==> config.mk <==
export PLATFORM = sky130hd
export DESIGN_NAME = ram_arbiter
export DESIGN_NICKNAME = d
export VERILOG_FILES = /design/src/rtl/ram_arbiter.sv
export SDC_FILE = /design/constraint.sdc
export NUM_CORES = 1
export LEC_CHECK = 0
export BUFFER_PORTS_ARGS = -buffer_cell sky130_fd_sc_hd__buf_2
export CAP_MARGIN = 20
export CORE_UTILIZATION = 50
export CTS_CLUSTER_SIZE = 30
export DETAILED_ROUTE_END_ITERATION = 8
export HOLD_SLACK_MARGIN = 0.02
export PLACE_DENSITY = 0.95
export SYNTH_ARGS = -nofsm -noshare
export SYNTH_HDL_FRONTEND = slang
export SYNTH_SLANG_ARGS = --single-unit
==> constraint.sdc <==
create_clock -name clk -period 3.2 [get_ports clk]
set_input_delay 0.32 -clock clk [delete_from_list [all_inputs] [get_ports clk]]
set_output_delay 0.32 -clock clk [all_outputs]
set_load 0.005 [all_outputs]
==> src/rtl/ram_arbiter.sv <==
// ram_arbiter: two-port arbiter/sequencer (IDLE->ACCESS->RESP) in front of the byte/word RAM controller.
// Define RAM_ARB_ALIGN_CHECK_EN to flag odd-address word accesses with err instead of issuing them.
module ram_arbiter #(
    parameter int ADDR_W     = 18,
    parameter int DATA_W     = 16,
    parameter int PRIO_FIXED = 0
) (
    input  logic              clk,
    input  logic              rst_n,
    input  logic              p0_req_i,
    input  logic [ADDR_W-1:0] p0_addr_i,
    input  logic              p0_is_byte_i,
    input  logic              p0_we_i,
    input  logic [DATA_W-1:0] p0_wdata_i,
    output logic              p0_ack_o,
    output logic [DATA_W-1:0] p0_rdata_o,
    input  logic              p1_req_i,
    input  logic [ADDR_W-1:0] p1_addr_i,
    input  logic              p1_is_byte_i,
    input  logic              p1_we_i,
    input  logic [DATA_W-1:0] p1_wdata_i,
    output logic              p1_ack_o,
    output logic [DATA_W-1:0] p1_rdata_o,
    output logic [ADDR_W-1:0] ram_addr_o,
    output logic              ram_is_byte_o,
    output logic [DATA_W-1:0] ram_wdata_o,
    output logic              ram_we_o,
    input  logic [DATA_W-1:0] ram_rdata_i,
    output logic              busy_o,
    output logic              err_o
);
    typedef enum logic [1:0] {IDLE, ACCESS, RESP} state_t;
    state_t state_q, state_d;
    logic gnt_q, gnt_d, last_gnt_q, last_gnt_d;
    logic [ADDR_W-1:0] ram_addr_q, ram_addr_d;
    logic ram_is_byte_q, ram_is_byte_d, ram_we_q, ram_we_d;
    logic [DATA_W-1:0] ram_wdata_q, ram_wdata_d, rdata0_q, rdata0_d, rdata1_q, rdata1_d;
    logic ack0_q, ack0_d, ack1_q, ack1_d, busy_q, busy_d, err_q, err_d;
    logic sel, sel_is_byte, sel_we, misalign;
    logic [ADDR_W-1:0] sel_addr;
    logic [DATA_W-1:0] sel_wdata;
    // Under conflict, round-robin favours the port that was not served last.
    assign sel         = (p0_req_i & p1_req_i) ? ((PRIO_FIXED != 0) ? 1'b0 : ~last_gnt_q) : p1_req_i;
    assign sel_addr    = sel ? p1_addr_i : p0_addr_i;
    assign sel_is_byte = sel ? p1_is_byte_i : p0_is_byte_i;
    assign sel_we      = sel ? p1_we_i : p0_we_i;
    assign sel_wdata   = sel ? p1_wdata_i : p0_wdata_i;
`ifdef RAM_ARB_ALIGN_CHECK_EN
    assign misalign = ~sel_is_byte & sel_addr[0];
`else
    assign misalign = 1'b0;
`endif
    always_comb begin
        state_d       = state_q;
        gnt_d         = gnt_q;
        last_gnt_d    = last_gnt_q;
        ram_addr_d    = ram_addr_q;
        ram_is_byte_d = ram_is_byte_q;
        ram_wdata_d   = ram_wdata_q;
        ram_we_d      = 1'b0;
        rdata0_d      = rdata0_q;
        rdata1_d      = rdata1_q;
        ack0_d        = 1'b0;
        ack1_d        = 1'b0;
        err_d         = 1'b0;
        case (state_q)
            IDLE: if (p0_req_i | p1_req_i) begin
                gnt_d         = sel;
                ram_addr_d    = sel_addr;
                ram_is_byte_d = sel_is_byte;
                ram_wdata_d   = sel_wdata;
                if (misalign) begin
                    state_d  = RESP;
                    ack0_d   = ~sel;
                    ack1_d   = sel;
                    rdata0_d = sel ? rdata0_q : '0;
                    rdata1_d = sel ? '0 : rdata1_q;
                    err_d    = 1'b1;
                end else begin
                    state_d  = ACCESS;
                    ram_we_d = sel_we;
                end
            end
            ACCESS: begin
                state_d  = RESP;
                ack0_d   = ~gnt_q;
                ack1_d   = gnt_q;
                rdata0_d = (~gnt_q & ~ram_we_q) ? ram_rdata_i : rdata0_q;
                rdata1_d = (gnt_q & ~ram_we_q) ? ram_rdata_i : rdata1_q;
            end
            RESP: begin
                state_d    = IDLE;
                last_gnt_d = gnt_q;
            end
            default: state_d = IDLE;
        endcase
        busy_d = state_d != IDLE;
    end
    always_ff @(posedge clk or negedge rst_n) begin
        if (!rst_n) begin
            state_q       <= IDLE;
            gnt_q         <= 1'b0;
            last_gnt_q    <= 1'b1;
            ram_addr_q    <= '0;
            ram_is_byte_q <= 1'b0;
            ram_wdata_q   <= '0;
            ram_we_q      <= 1'b0;
            rdata0_q      <= '0;
            rdata1_q      <= '0;
            ack0_q        <= 1'b0;
            ack1_q        <= 1'b0;
            busy_q        <= 1'b0;
            err_q         <= 1'b0;
        end else begin
            state_q       <= state_d;
            gnt_q         <= gnt_d;
            last_gnt_q    <= last_gnt_d;
            ram_addr_q    <= ram_addr_d;
            ram_is_byte_q <= ram_is_byte_d;
            ram_wdata_q   <= ram_wdata_d;
            ram_we_q      <= ram_we_d;
            rdata0_q      <= rdata0_d;
            rdata1_q      <= rdata1_d;
            ack0_q        <= ack0_d;
            ack1_q        <= ack1_d;
            busy_q        <= busy_d;
            err_q         <= err_d;
        end
    end
    assign ram_addr_o    = ram_addr_q;
    assign ram_is_byte_o = ram_is_byte_q;
    assign ram_wdata_o   = ram_wdata_q;
    assign ram_we_o      = ram_we_q;
    assign p0_ack_o      = ack0_q;
    assign p1_ack_o      = ack1_q;
    assign p0_rdata_o    = rdata0_q;
    assign p1_rdata_o    = rdata1_q;
    assign busy_o        = busy_q;
    assign err_o         = err_q;
endmodule
==> impl_metrics.csv <==
group,metric,value,unit
cts,clock_sinks,75,
timing,fin_ws,1.10,ns
hold_path,hold_path_class,"input pin to async pin",
cts,cts_tree,"yes",
power,cellPowerDensity,921,nW/µm²
floorplanning,rows,30,
routing,wire_per_inst,15.5,µm
routing,vias_per_cell,4.99,
power,p_leak,2.33,nW
floorplanning,die-area,7310,µm²
setup_path,cp.arrival,2.32,ns
routing,via_count,2279,
synthesis,synth_warnings,0,
routing,ant_nets,0,
global_route,grt_first_pass_wirelength,11.5,mm
timing,rsz0062_at_grt,"no",
synthesis,netlist_instances,207,
final_layout,final_cell_mix,"buf_2, dfrtp_1, mux2_4",
final_layout,regArea,1880,µm²
place,post-dp-hpwl,5.25,mm
cts,cts_setup_buffers,0,
routing,dr.pass1.iters,4,
global_route,grt_pass1_vias,2424,
global_route,antenna_found_initial,0,
timing,tightest_slew,0.935,ns
place,dp_worst_setup_slack,1.09,ns
synthesis,ys_ff_latch,75,
synthesis,netlist.area_leader.share,53.1,%
power,finalPower,4.12,mW
synthesis,yosysSeqAreaShare,53.9,%
synthesis,synth.distinct_cells,20,
place,placedInstanceArea,4300,µm²
final_layout,syn2layout_area_growth,28.2,%
synthesis,synth.avg_cell_area,16.8,µm²
timing,hold_viol_final,0,
setup_path,critPathLaunchType,"register",
final_layout,final_nets,464,
run,cap_violations,0,
setup_path,r2r_slack,1.10,ns
timing,setup_viol,0,
floorplanning,ios,164,
timing,slew_headroom,37.6,%
floorplanning,start_util,51.6,%
setup_path,path_class,"register to register",
floorplanning,die_w,85.5,µm
cts,clock_latency,0.32,ns
timing,fmax,476,MHz
routing,post-route-drc-count,0,
cts,htreeDepth,3,
power,ir_worst_vdd,0.000510,V
cts,cts_root_buf,"clkbuf_8",
floorplanning,die_h,85.5,µm
final_layout,multi_input_area,1470,µm²
cts,cts_max_path_buffers,2,
setup_path,critPathMaxFanout,22,
synthesis,synthTopCellsByArea,"dfrtp_1, mux2_4, mux2_2",
final_layout,layout-drive-gt1-share,75.1,%
routing,drt_iter0_markers,52,
timing,period_minus_slack,2.10,ns
cts,cts_resized,0,
final_layout,fillers,499,
global_route,overflow,0,
global_route,grt_max_degree,76,
setup_path,critPathCaptureType,"register",
global_route,track_usage,20.4,%
synthesis,syn-cell-area,3490,µm²
cts,postCtsHoldBufs,0,
timing,clock_skew,0.00567,ns
timing,finalCritPeriodShare,65.7,%
floorplanning,core_area,6760,µm²
final_layout,fin_area,4470,µm²
synthesis,syn_nets,299,
final_layout,diodes,0,
place,gp_congestion,0.758,
timing,tns,0,ns
synthesis,synth_top_area_cell,"dfrtp_1",
status,status,"completed",
cts,clkTransAtPathRegs,0.07,ns
routing,routed_wl,7.08,mm
final_layout,layout_commonest_cell,"buf_2",
setup_path,cp_data_required_time,3.41,ns
cts,cts_buffers,9,
place,numPortBuffers,162,
timing,maxSlewViolCount,0,
==> cell type report <==
type,instances,area share (%)
clock buffers,14,3.64
clock inverters,2,0.224
inverters,4,0.336
multi-input cells,117,32.8
flip-flops and latches,75,42.0
well taps,80,2.24
repair buffers,165,18.7
==> path summary, 6_finish.rpt <==
| check | startpoint | end | cells past startpoint |
|---|---|---|---|
| max in group asynchronous | rst_n | state_q[1] | 1 |
| min in group clk | ram_rdata_i[13] | p0_rdata_o[13] | 2 |
| worst max-delay path | last_gnt_q | ram_addr_o[6] | 4 |
| worst max register to register | last_gnt_q | ram_addr_o[6] | 4 |
| worst min-delay path | rst_n | p1_rdata_o[13] | 1 |
| worst min register to register | state_q[0] | last_gnt_q | 1 |
==> routing by layer <==
metal / vias up / part of all wire, % / GRT usage [%]
met5: - / 0 / 0
met4: 0 / 2.1 / 9.85
met3: 14 / 4.7 / 4.43
met2: 88 / 53 / 35.3
met1: 1121 / 40 / 24.3
li1: 1056 / - / -
==> registers in the layout (all words and copies together), names as in the netlist, 2 cells and up <==
| name | flops |
|---|---|
| state_q | 2 |
| ram_wdata_o | 16 |
| p1_rdata_o | 16 |
| p0_rdata_o | 16 |
| ram_addr_o | 18 |
==> power by group <==
group / leakage (nW) / switching (mW) / internal (mW)
registers: 0.886 / 0.246 / 1.44
clock network: 0.0905 / 0.314 / 0.323
logic: 1.35 / 0.692 / 1.10
total: 2.33 / 1.25 / 2.87
==> cells by family after synthesis <==
logic type / count (synthesis) / share of synthesized area (%)
simple gates: 8 / 1.65
mux: 104 / 39.6
other cells: 1 / 0.108
buf+inv: 15 / 4.02
flops: 75 / 53.9
compound gates: 4 / 0.790
==> per-stage QoR <==
| step | util [%] | std cells | hold slack [ns] |
|---|---|---|---|
| 6_report | 66.1 | 457 | 0.117 |
| 5_1_grt | 66.1 | 457 | 0.197 |
| 4_1_cts | 66.1 | 457 | 0.158 |
| 3_5_place_dp | 63.6 | 441 | 0.472 |
| 3_3_place_gp | 63.6 | 441 | 0.455 |
| 2_1_floorplan | - | 207 | 0.0244 |
==> worst max-delay path, stage by stage (launching register included) <==
cell     delay [ns]
dfstp_2        0.53
a21bo_2        0.56
buf_4          0.32
mux2_4         0.32
mux2_4         0.25
==> cell usage after synthesis <==
cell	n
a21bo_1	1
inv_2	1
buf_4	5
nand2b_1	1
nor2_1	4
mux2_2	44
inv_1	3
dfstp_2	1
o21ai_0	2
buf_12	3
mux2_4	56
dfrtp_1	74
nand2_1	1
mux2_1	2
o31ai_1	1
conb_1	1
buf_6	2
clkbuf_2	1
mux2i_1	2
nor3_4	2
No activity file was read; power rests on OpenSTA's default activity.
